[config.mk]
export PLATFORM = sky130hd
export DESIGN_NAME = uart_cmd_parser
export DESIGN_NICKNAME = d
export VERILOG_FILES = /design/src/rtl/uart_cmd_parser_pkg.sv /design/src/rtl/uart_byte_strobe.sv /design/src/rtl/uart_cmd_parser.sv
export SDC_FILE = /design/constraint.sdc
export NUM_CORES = 1
export LEC_CHECK = 0
export CAP_MARGIN = 25
export CORE_ASPECT_RATIO = 0.7
export CORE_MARGIN = 4
export CORE_UTILIZATION = 46
export CTS_CLUSTER_DIAMETER = 60
export CTS_CLUSTER_SIZE = 16
export DETAILED_ROUTE_END_ITERATION = 6
export GPL_TIMING_DRIVEN = 0
export PLACE_DENSITY = 0.71
export SYNTH_ARGS = -nofsm -noshare
export SYNTH_HDL_FRONTEND = slang
export SYNTH_SLANG_ARGS = --single-unit
[constraint.sdc]
create_clock -name clk -period 7.6 [get_ports clk]
set_clock_uncertainty 0.05 [all_clocks]
set_input_delay 1.52 -clock clk [delete_from_list [all_inputs] [get_ports clk]]
set_output_delay 1.52 -clock clk [all_outputs]
set_load 0.05 [all_outputs]
[src/rtl/uart_cmd_parser_pkg.sv]
// Shared definitions for the UART command parser: state encodings, checksum width,
// default header byte and the frame checksum helper used by the parser core.
package uart_cmd_parser_pkg;

  typedef enum logic [2:0] {
    HUNT = 3'd0,
    ADDR = 3'd1,
    DHI  = 3'd2,
    DLO  = 3'd3,
    CSUM = 3'd4
  } state_e;

  localparam int         CSUM_W       = 8;
  localparam int         TOUT_CNT_W   = 24;
  localparam logic [7:0] HDR_BYTE_DEF = 8'hAA;

  // Modulo-256 sum of the three payload bytes; carries are dropped by the width.
  function automatic logic [CSUM_W-1:0] frame_csum(input logic [7:0] addr,
                                                   input logic [7:0] hi,
                                                   input logic [7:0] lo);
    return addr + hi + lo;
  endfunction

endpackage

[src/rtl/uart_byte_strobe.sv]
// Turns the receiver busy flag into a one-cycle byte strobe on its falling edge.
module uart_byte_strobe (
  input  logic clk,
  input  logic rstn,
  input  logic rx_busy_i,
  output logic byte_vld_o
);

  logic busy_d_q;

  // busy_d_q resets low, so neither entering nor leaving reset can fake a falling edge.
  always_ff @(posedge clk or negedge rstn) begin
    if (!rstn) begin
      busy_d_q <= 1'b0;
    end else begin
      busy_d_q <= rx_busy_i;
    end
  end

  assign byte_vld_o = busy_d_q & ~rx_busy_i;

endmodule

[src/rtl/uart_cmd_parser.sv]
// Parses HDR/ADDR/DATA_HI/DATA_LO/CSUM frames from the UART receiver into
// one-cycle register-write strobes, with checksum and inter-byte timeout checks.
module uart_cmd_parser
  import uart_cmd_parser_pkg::*;
#(
  parameter int         BUAD_RATE = 9600,
  parameter int         CLK_FRE   = 50_000_000,
  parameter logic [7:0] HDR_BYTE  = HDR_BYTE_DEF,
  parameter int         TOUT_BITS = 20
) (
  input  logic        clk,
  input  logic        rstn,
  input  logic [7:0]  rx_data,
  input  logic        rx_busy,
  output logic        cfg_wr_en,
  output logic [7:0]  cfg_addr,
  output logic [15:0] cfg_wdata,
  output logic        csum_err,
  output logic        tout_err,
  output logic        parser_busy
);

  localparam int                    TOUT_CYC  = (CLK_FRE / BUAD_RATE) * TOUT_BITS;
  localparam logic [TOUT_CNT_W-1:0] TOUT_LAST = TOUT_CNT_W'(TOUT_CYC - 1);

  logic                  byte_vld;
  state_e                state_q, state_d;
  logic [7:0]            addr_q, addr_d;
  logic [7:0]            hi_q, hi_d;
  logic [7:0]            lo_q, lo_d;
  logic [TOUT_CNT_W-1:0] cnt_q, cnt_d;
  logic                  wr_en_q, wr_en_d;
  logic                  csum_err_q, csum_err_d;
  logic                  tout_err_q, tout_err_d;
  logic [7:0]            cfg_addr_q, cfg_addr_d;
  logic [15:0]           cfg_wdata_q, cfg_wdata_d;

  uart_byte_strobe u_strobe (
    .clk        (clk),
    .rstn       (rstn),
    .rx_busy_i  (rx_busy),
    .byte_vld_o (byte_vld)
  );

  always_comb begin
    state_d     = state_q;
    addr_d      = addr_q;
    hi_d        = hi_q;
    lo_d        = lo_q;
    cnt_d       = (state_q == HUNT) ? '0 : cnt_q + TOUT_CNT_W'(1);
    wr_en_d     = 1'b0;
    csum_err_d  = 1'b0;
    tout_err_d  = 1'b0;
    cfg_addr_d  = cfg_addr_q;
    cfg_wdata_d = cfg_wdata_q;

    if (byte_vld) begin
      // An accepted byte always beats a simultaneous timeout.
      cnt_d = '0;
      case (state_q)
        HUNT: if (rx_data == HDR_BYTE) state_d = ADDR;
        ADDR: begin addr_d = rx_data; state_d = DHI; end
        DHI:  begin hi_d   = rx_data; state_d = DLO; end
        DLO:  begin lo_d   = rx_data; state_d = CSUM; end
        CSUM: begin
          state_d = HUNT;
          if (rx_data == frame_csum(addr_q, hi_q, lo_q)) begin
            wr_en_d     = 1'b1;
            cfg_addr_d  = addr_q;
            cfg_wdata_d = {hi_q, lo_q};
          end else begin
            csum_err_d = 1'b1;
          end
        end
        default: state_d = HUNT;
      endcase
    end else if ((state_q != HUNT) && (cnt_d == TOUT_LAST)) begin
      // The count register is about to reach TOUT_CYC-1: the pulse and the return
      // to HUNT land TOUT_CYC cycles after the last accepted byte.
      state_d    = HUNT;
      tout_err_d = 1'b1;
      cnt_d      = '0;
    end
  end

  always_ff @(posedge clk or negedge rstn) begin
    if (!rstn) begin
      state_q     <= HUNT;
      addr_q      <= '0;
      hi_q        <= '0;
      lo_q        <= '0;
      cnt_q       <= '0;
      wr_en_q     <= 1'b0;
      csum_err_q  <= 1'b0;
      tout_err_q  <= 1'b0;
      cfg_addr_q  <= '0;
      cfg_wdata_q <= '0;
    end else begin
      state_q     <= state_d;
      addr_q      <= addr_d;
      hi_q        <= hi_d;
      lo_q        <= lo_d;
      cnt_q       <= cnt_d;
      wr_en_q     <= wr_en_d;
      csum_err_q  <= csum_err_d;
      tout_err_q  <= tout_err_d;
      cfg_addr_q  <= cfg_addr_d;
      cfg_wdata_q <= cfg_wdata_d;
    end
  end

  assign cfg_wr_en   = wr_en_q;
  assign csum_err    = csum_err_q;
  assign tout_err    = tout_err_q;
  assign cfg_addr    = cfg_addr_q;
  assign cfg_wdata   = cfg_wdata_q;
  assign parser_busy = (state_q != HUNT);

endmodule

After elaboration in Yosys (flattened, before gate mapping)

Index checks and enable logic that the tools add are counted.

Eq/ne operators: 8
$add $sub $neg: 3
Muxes and demuxes: 15
Bitwise gates (word level): 2
Reductions and logical operators: 9

Operator list:

| operator                                               | count |
|---|---|
| two-way mux 24 bit                                     | 3 |
| adder 24 x 1 -> 24 bit (second input constant)         | 1 |
| == test 24 x 17 -> 1 bit (second input constant)       | 1 |
| adder 8 bit                                            | 2 |
| case mux 3 bit (4 select lines)                        | 1 |
| two-way mux 3 bit                                      | 3 |
| == test 8 bit                                          | 1 |
| == test 8 bit (second input constant)                  | 1 |
| two-way mux 1 bit                                      | 8 |
| AND reduction 2 bit                                    | 4 |
| == test 3 x 2 -> 1 bit (second input constant)         | 2 |
| == test 3 x 1 -> 1 bit (second input constant)         | 1 |
| == test 3 bit (second input constant)                  | 1 |
| logical NOT 3 bit                                      | 1 |
| inequality test 3 x 2 -> 1 bit (second input constant) | 1 |
| AND reduction 3 bit                                    | 1 |
| nonzero test 3 bit                                     | 1 |
| nonzero test 2 bit                                     | 1 |
| AND 1 bit                                              | 1 |
| logical AND 1 bit                                      | 1 |
| inverter 1 bit                                         | 1 |

Bits in registers: 79
Word-level logic and storage cells: 48
Input bits: 11
Output and inout bits: 28

Longest topological paths before layout

Depth after elaboration: 6
Mapped depth: 13
Depth with buffers taken out: 12

Cells and area by module

A second synthesis with hierarchy kept.

Cell total of the unflattened synthesis: 325
Area, all modules: 3907.5 sq um

Modules (own cells, without submodules):

| module           | area each (sq um) | cells each | instances | sequential area each (sq um) |
|---|---|---|---|---|
| uart_cmd_parser  | 3868.7            | 323        | 1         | 1951.9 |
| uart_byte_strobe | 38.8              | 2          | 1         | 25.0 |

Worst setup path before layout

No wires, ideal clock.

Path type: flip-flop to flip-flop
Start: register addr_q[1]
End: register cfg_wdata_q[10], in the netlist cfg_wdata[10]
Cell stages (with the launch flop): 12
Data arrival time: 3.098 ns
Required time: 7.425 ns
Library setup time: 0.125 ns
Slack: 4.327 ns
Buffers on the path: 1
Cells stage by stage: dfrtp_1 fa_1 ha_1 fa_1 a21o_1 a21oi_1 o21ai_0 xnor2_1 nand2_1 nor4_4 buf_2 mux2_2

Cells in the longest elaborated chain, start to end: 4

Ends and longest elaborated chain:

| element                              | line                      | RTL |
|---|---|---|
| start: declaration                   | uart_cmd_parser.sv:28     | `logic [7:0] addr_q, addr_d;` |
| start signal: assignment             | uart_cmd_parser.sv:100    | `addr_q <= addr_d;` |
| adder 8 bit (2 in series)            | uart_cmd_parser_pkg.sv:21 | `return addr + hi + lo;` |
| == test 8 bit                        | uart_cmd_parser.sv:67     | `if (rx_data == frame_csum(addr_q, hi_q, lo_q)) begin` |
| AND reduction 3 bit (no source line) | n/a                       |  |
| end signal: assignment               | uart_cmd_parser.sv:108    | `cfg_wdata_q <= cfg_wdata_d;` |
| end: declaration                     | uart_cmd_parser.sv:36     | `logic [15:0] cfg_wdata_q, cfg_wdata_d;` |

Every way passes these cells.
A chain may end at the register's enable or synchronous reset.

Final worst setup path

Start: input rx_data[3]
End: register cfg_wdata_q[9], in the netlist cfg_wdata[9]

Cells in the longest elaborated chain, start to end: 2

Ends and longest elaborated chain:

| element                              | line                  | RTL |
|---|---|---|
| start: declaration                   | uart_cmd_parser.sv:13 | `input logic [7:0] rx_data,` |
| == test 8 bit                        | uart_cmd_parser.sv:67 |  |
| AND reduction 3 bit (no source line) | n/a                   |  |

Every way passes these cells.

==> flow_summary.ini <==
[status]
outcome = complete, no violations

[power]
seqPwrFrac = 0.313
leakage_nw = 2.202
switchingPower_mw = 0.6780
clkPwrFrac = 0.248
p_per_area_mw_per_mm2 = 373.2
combinationalPowerShare = 0.439
ir_drop_mv = 0.2191
intPower_mw = 1.171
switching_share = 0.3668

[cts]
clk_latency_ns = 0.33
cts_buffers = 9
cts_sinks = 79
cts_hold_buf = 0
clk_pin_slew_ns = 0.06
cts_max_path_buffers = 2
post_cts_resized = 0
clock-root-buffer = clkbuf_16
cts_tree = built
cts_max_level = 3
post-cts-setup-buffers = 0

[timing]
finalHoldViolations = 0
rsz0062_at_grt = no
slew_violations = 0
max-slew-margin-rel = 0.4320
setup_viol = 0
fin_crit_ns = 3.797
fmax_ghz = 0.2634
worst_pin_slew_ns = 0.8456
setup_tns_ns = 0
fin_crit_sh = 0.4996

[worst_setup_path]
crit_required_ns = 7.77
reg2reg_to = cfg_wdata[9]$_DFFE_PN0P_
reg2reg_from = addr_q[1]$_DFFE_PN0P_
rrSetupSlack_ns = 3.87
worst-path-max-fanout = 10
critPathMaxStageDelay_ns = 0.56
slowest_stage = clkdlybuf4s50_1
end_kind = flip-flop
cp-start-kind = input pin
critPathKind = input pin to flip-flop
crit_chain = clkdlybuf4s50_1 > xor2_1 > xnor2_1 > nand4_1 > nor4_4 > buf_2 > mux2_2
critPathArrivalTime_ns = 3.96
reg2reg_depth = 11

[logic_synthesis]
ys_top_cells_by_count = dfrtp_1, mux2_2, nand2_1, xnor2_1, nor2_1
ys_seq_area_frac = 0.4851
yosysTopAreaCell = dfrtp_1
synth_fp_nets = 367
synth_seq_cells = 79
syn_inst = 341
yosysMostFrequentCell = dfrtp_1
synth_top_cell_area_share = 0.4851
synthArstFlopShare = 1.000
synth_enable_flop_cells = 0
syn_avg_cell_area_um2 = 11.95
yosys_warnings = 0
netlist_area_mm2 = 0.004075
synth.distinct_cells = 46
ys_top_cells_by_area = dfrtp_1, mux2_2, xnor2_1
synth-main-ff-cell = dfrtp_1

[drt]
routed_wl_um = 8477
route.detailed.drc = 0
num_vias = 2771
drt_pre_antenna_iters = 4
drtAntennaViolNets = 0
viasPerCell = 5.360
drt_iter0_drc = 165
wl_per_cell_um = 16.40

[global_route]
antenna_found_initial = 0
grt_pass1_vias = 2745
grt_start_max_net_pins = 48
grt_use_total = 0.1735
grt_first_pass_wirelength_um = 13940
overflow = 0

[placement]
port-buffer-count = 38
post_dp_cell_area_mm2 = 0.004638
place_hpwl_um = 5991
gp_congestion = 0.8450

[cells_and_area]
n_fill_cell = 759
n_antenna_cell = 0
final_cell_area_mm2 = 0.004954
nets = 418
utilization = 0.5795
layout-drive-gt1-share = 0.1940
areaGrowthSynthToFinish_pct = 21.55

[die]
fp-row-count = 28
dieArea_mm2 = 0.01045
die_w_um = 120.5
die_y_um = 86.75
core_area_mm2 = 0.008548
initial_core_util = 0.4767
ios = 39

[worst_hold_path]
min_from = cfg_wdata[8]$_DFFE_PN0P_
min_to = cfg_wdata[8]$_DFFE_PN0P_
hold_depth = 1
min_path_type = flip-flop to flip-flop

[job]
drv_cap = 0
final cells by class:
| class | instances | area (um2) | share of cell area |
|---|---|---|---|
| repair buffers | 40 | 412.9 | 0.08335 |
| well taps | 120 | 150.1 | 0.03031 |
| clock inverters | 5 | 82.58 | 0.01667 |
| inverters | 7 | 26.28 | 0.005304 |
| plain buffers | 9 | 37.54 | 0.007578 |
| flip-flops and latches | 79 | 1977 | 0.3991 |
| clock buffers | 11 | 232.7 | 0.04698 |
| multi-input cells | 246 | 2034 | 0.4107 |
critical path: cells and delay by family:
| kind | cells | cell delay, ns |
|---|---|---|
| multiplexers | 1 | 0.38 |
| buffers and inverters | 2 | 0.96 |
| AND/OR/NAND/NOR | 2 | 0.75 |
| XOR/XNOR | 2 | 0.33 |
registers in the layout, indices dropped and copies added (netlist names):
signal,cells
state_q,3
lo_q,8
cfg_wr_en,1
u_strobe.busy_d_q,1
cfg_wdata,16
cfg_addr,8
cnt_q,24
hi_q,8
csum_err,1
addr_q,8
tout_err,1
placed cells by master (no fill, tap or decap), types with 3 or more instances in the layout:
| cell | Yosys | final |
|---|---|---|
| nand3_1 | 14 | 14 |
| clkdlybuf4s50_1 | 0 | 37 |
| nor2_1 | 20 | 20 |
| o21ai_0 | 4 | 4 |
| xnor2_1 | 21 | 21 |
| nor3b_1 | 4 | 4 |
| buf_2 | 3 | 3 |
| nor4_1 | 4 | 4 |
| clkbuf_16 | 0 | 9 |
| mux2_2 | 45 | 45 |
| a21oi_1 | 7 | 7 |
| xor2_1 | 19 | 19 |
| ha_1 | 7 | 7 |
| nand4b_1 | 3 | 3 |
| nand4_1 | 10 | 10 |
| mux2_1 | 3 | 3 |
| nor4bb_1 | 3 | 3 |
| nand2_1 | 21 | 21 |
| clkbuf_1 | 6 | 8 |
| fa_1 | 8 | 8 |
| and3_1 | 7 | 7 |
| dfrtp_1 | 79 | 79 |
| nor3_1 | 13 | 13 |
| inv_1 | 7 | 7 |
metrics by stage:
stage,worst slack (ns),std cells,hold slack (ns),total power [mW]
after floorplan,4.327,341,0.4294,1.232
after global placement,2.137,499,0.4189,1.370
after detailed placement,3.438,501,0.4311,1.385
after CTS,3.794,517,0.4452,1.863
after global routing,3.626,517,0.4674,1.983
final,3.803,517,0.4361,1.849
power groups by stage:
stage / logic, mW / clock network (mW) / registers, mW
finish: 0.811 / 0.459 / 0.579
global route: 0.902 / 0.486 / 0.594
CTS: 0.816 / 0.467 / 0.580
detailed placement: 0.799 / 0 / 0.587
global placement: 0.789 / 0 / 0.582
floorplan: 0.659 / 0 / 0.573
kinds of logic after synthesis:
group,synth area share
flops,0.4851
compound gates,0.04114
fa+ha+maj,0.06079
simple gates,0.1747
xor+xnor,0.08996
buf+inv,0.01566
mux,0.1326
worst max-delay path by stage:
| stage | startpoint | end | slack (ns) | cells past startpoint |
|---|---|---|---|---|
| after floorplan | addr_q[1]$_DFFE_PN0P_ | cfg_wdata[10]$_DFFE_PN0P_ | 4.33 | 11 |
| after global placement | rstn | cfg_wdata[10]$_DFFE_PN0P_ | 2.14 | 1 |
| after detailed placement | rx_data[3] | cfg_wdata[10]$_DFFE_PN0P_ | 3.44 | 7 |
| after CTS | rx_data[3] | cfg_wdata[10]$_DFFE_PN0P_ | 3.79 | 7 |
| after global routing | addr_q[1]$_DFFE_PN0P_ | cfg_wdata[10]$_DFFE_PN0P_ | 3.63 | 11 |
| final | rx_data[3] | cfg_wdata[9]$_DFFE_PN0P_ | 3.80 | 7 |
metal layers:
metal | track usage | vias up | wire length, um
li1 | - | 1333 | -
met1 | 0.2561 | 1381 | 4290
met2 | 0.2509 | 50 | 3745
met3 | 0.05023 | 7 | 361
met4 | 0.04630 | 0 | 80
met5 | 0 | - | 0
Note: power is estimated with default switching activity, not from simulation.
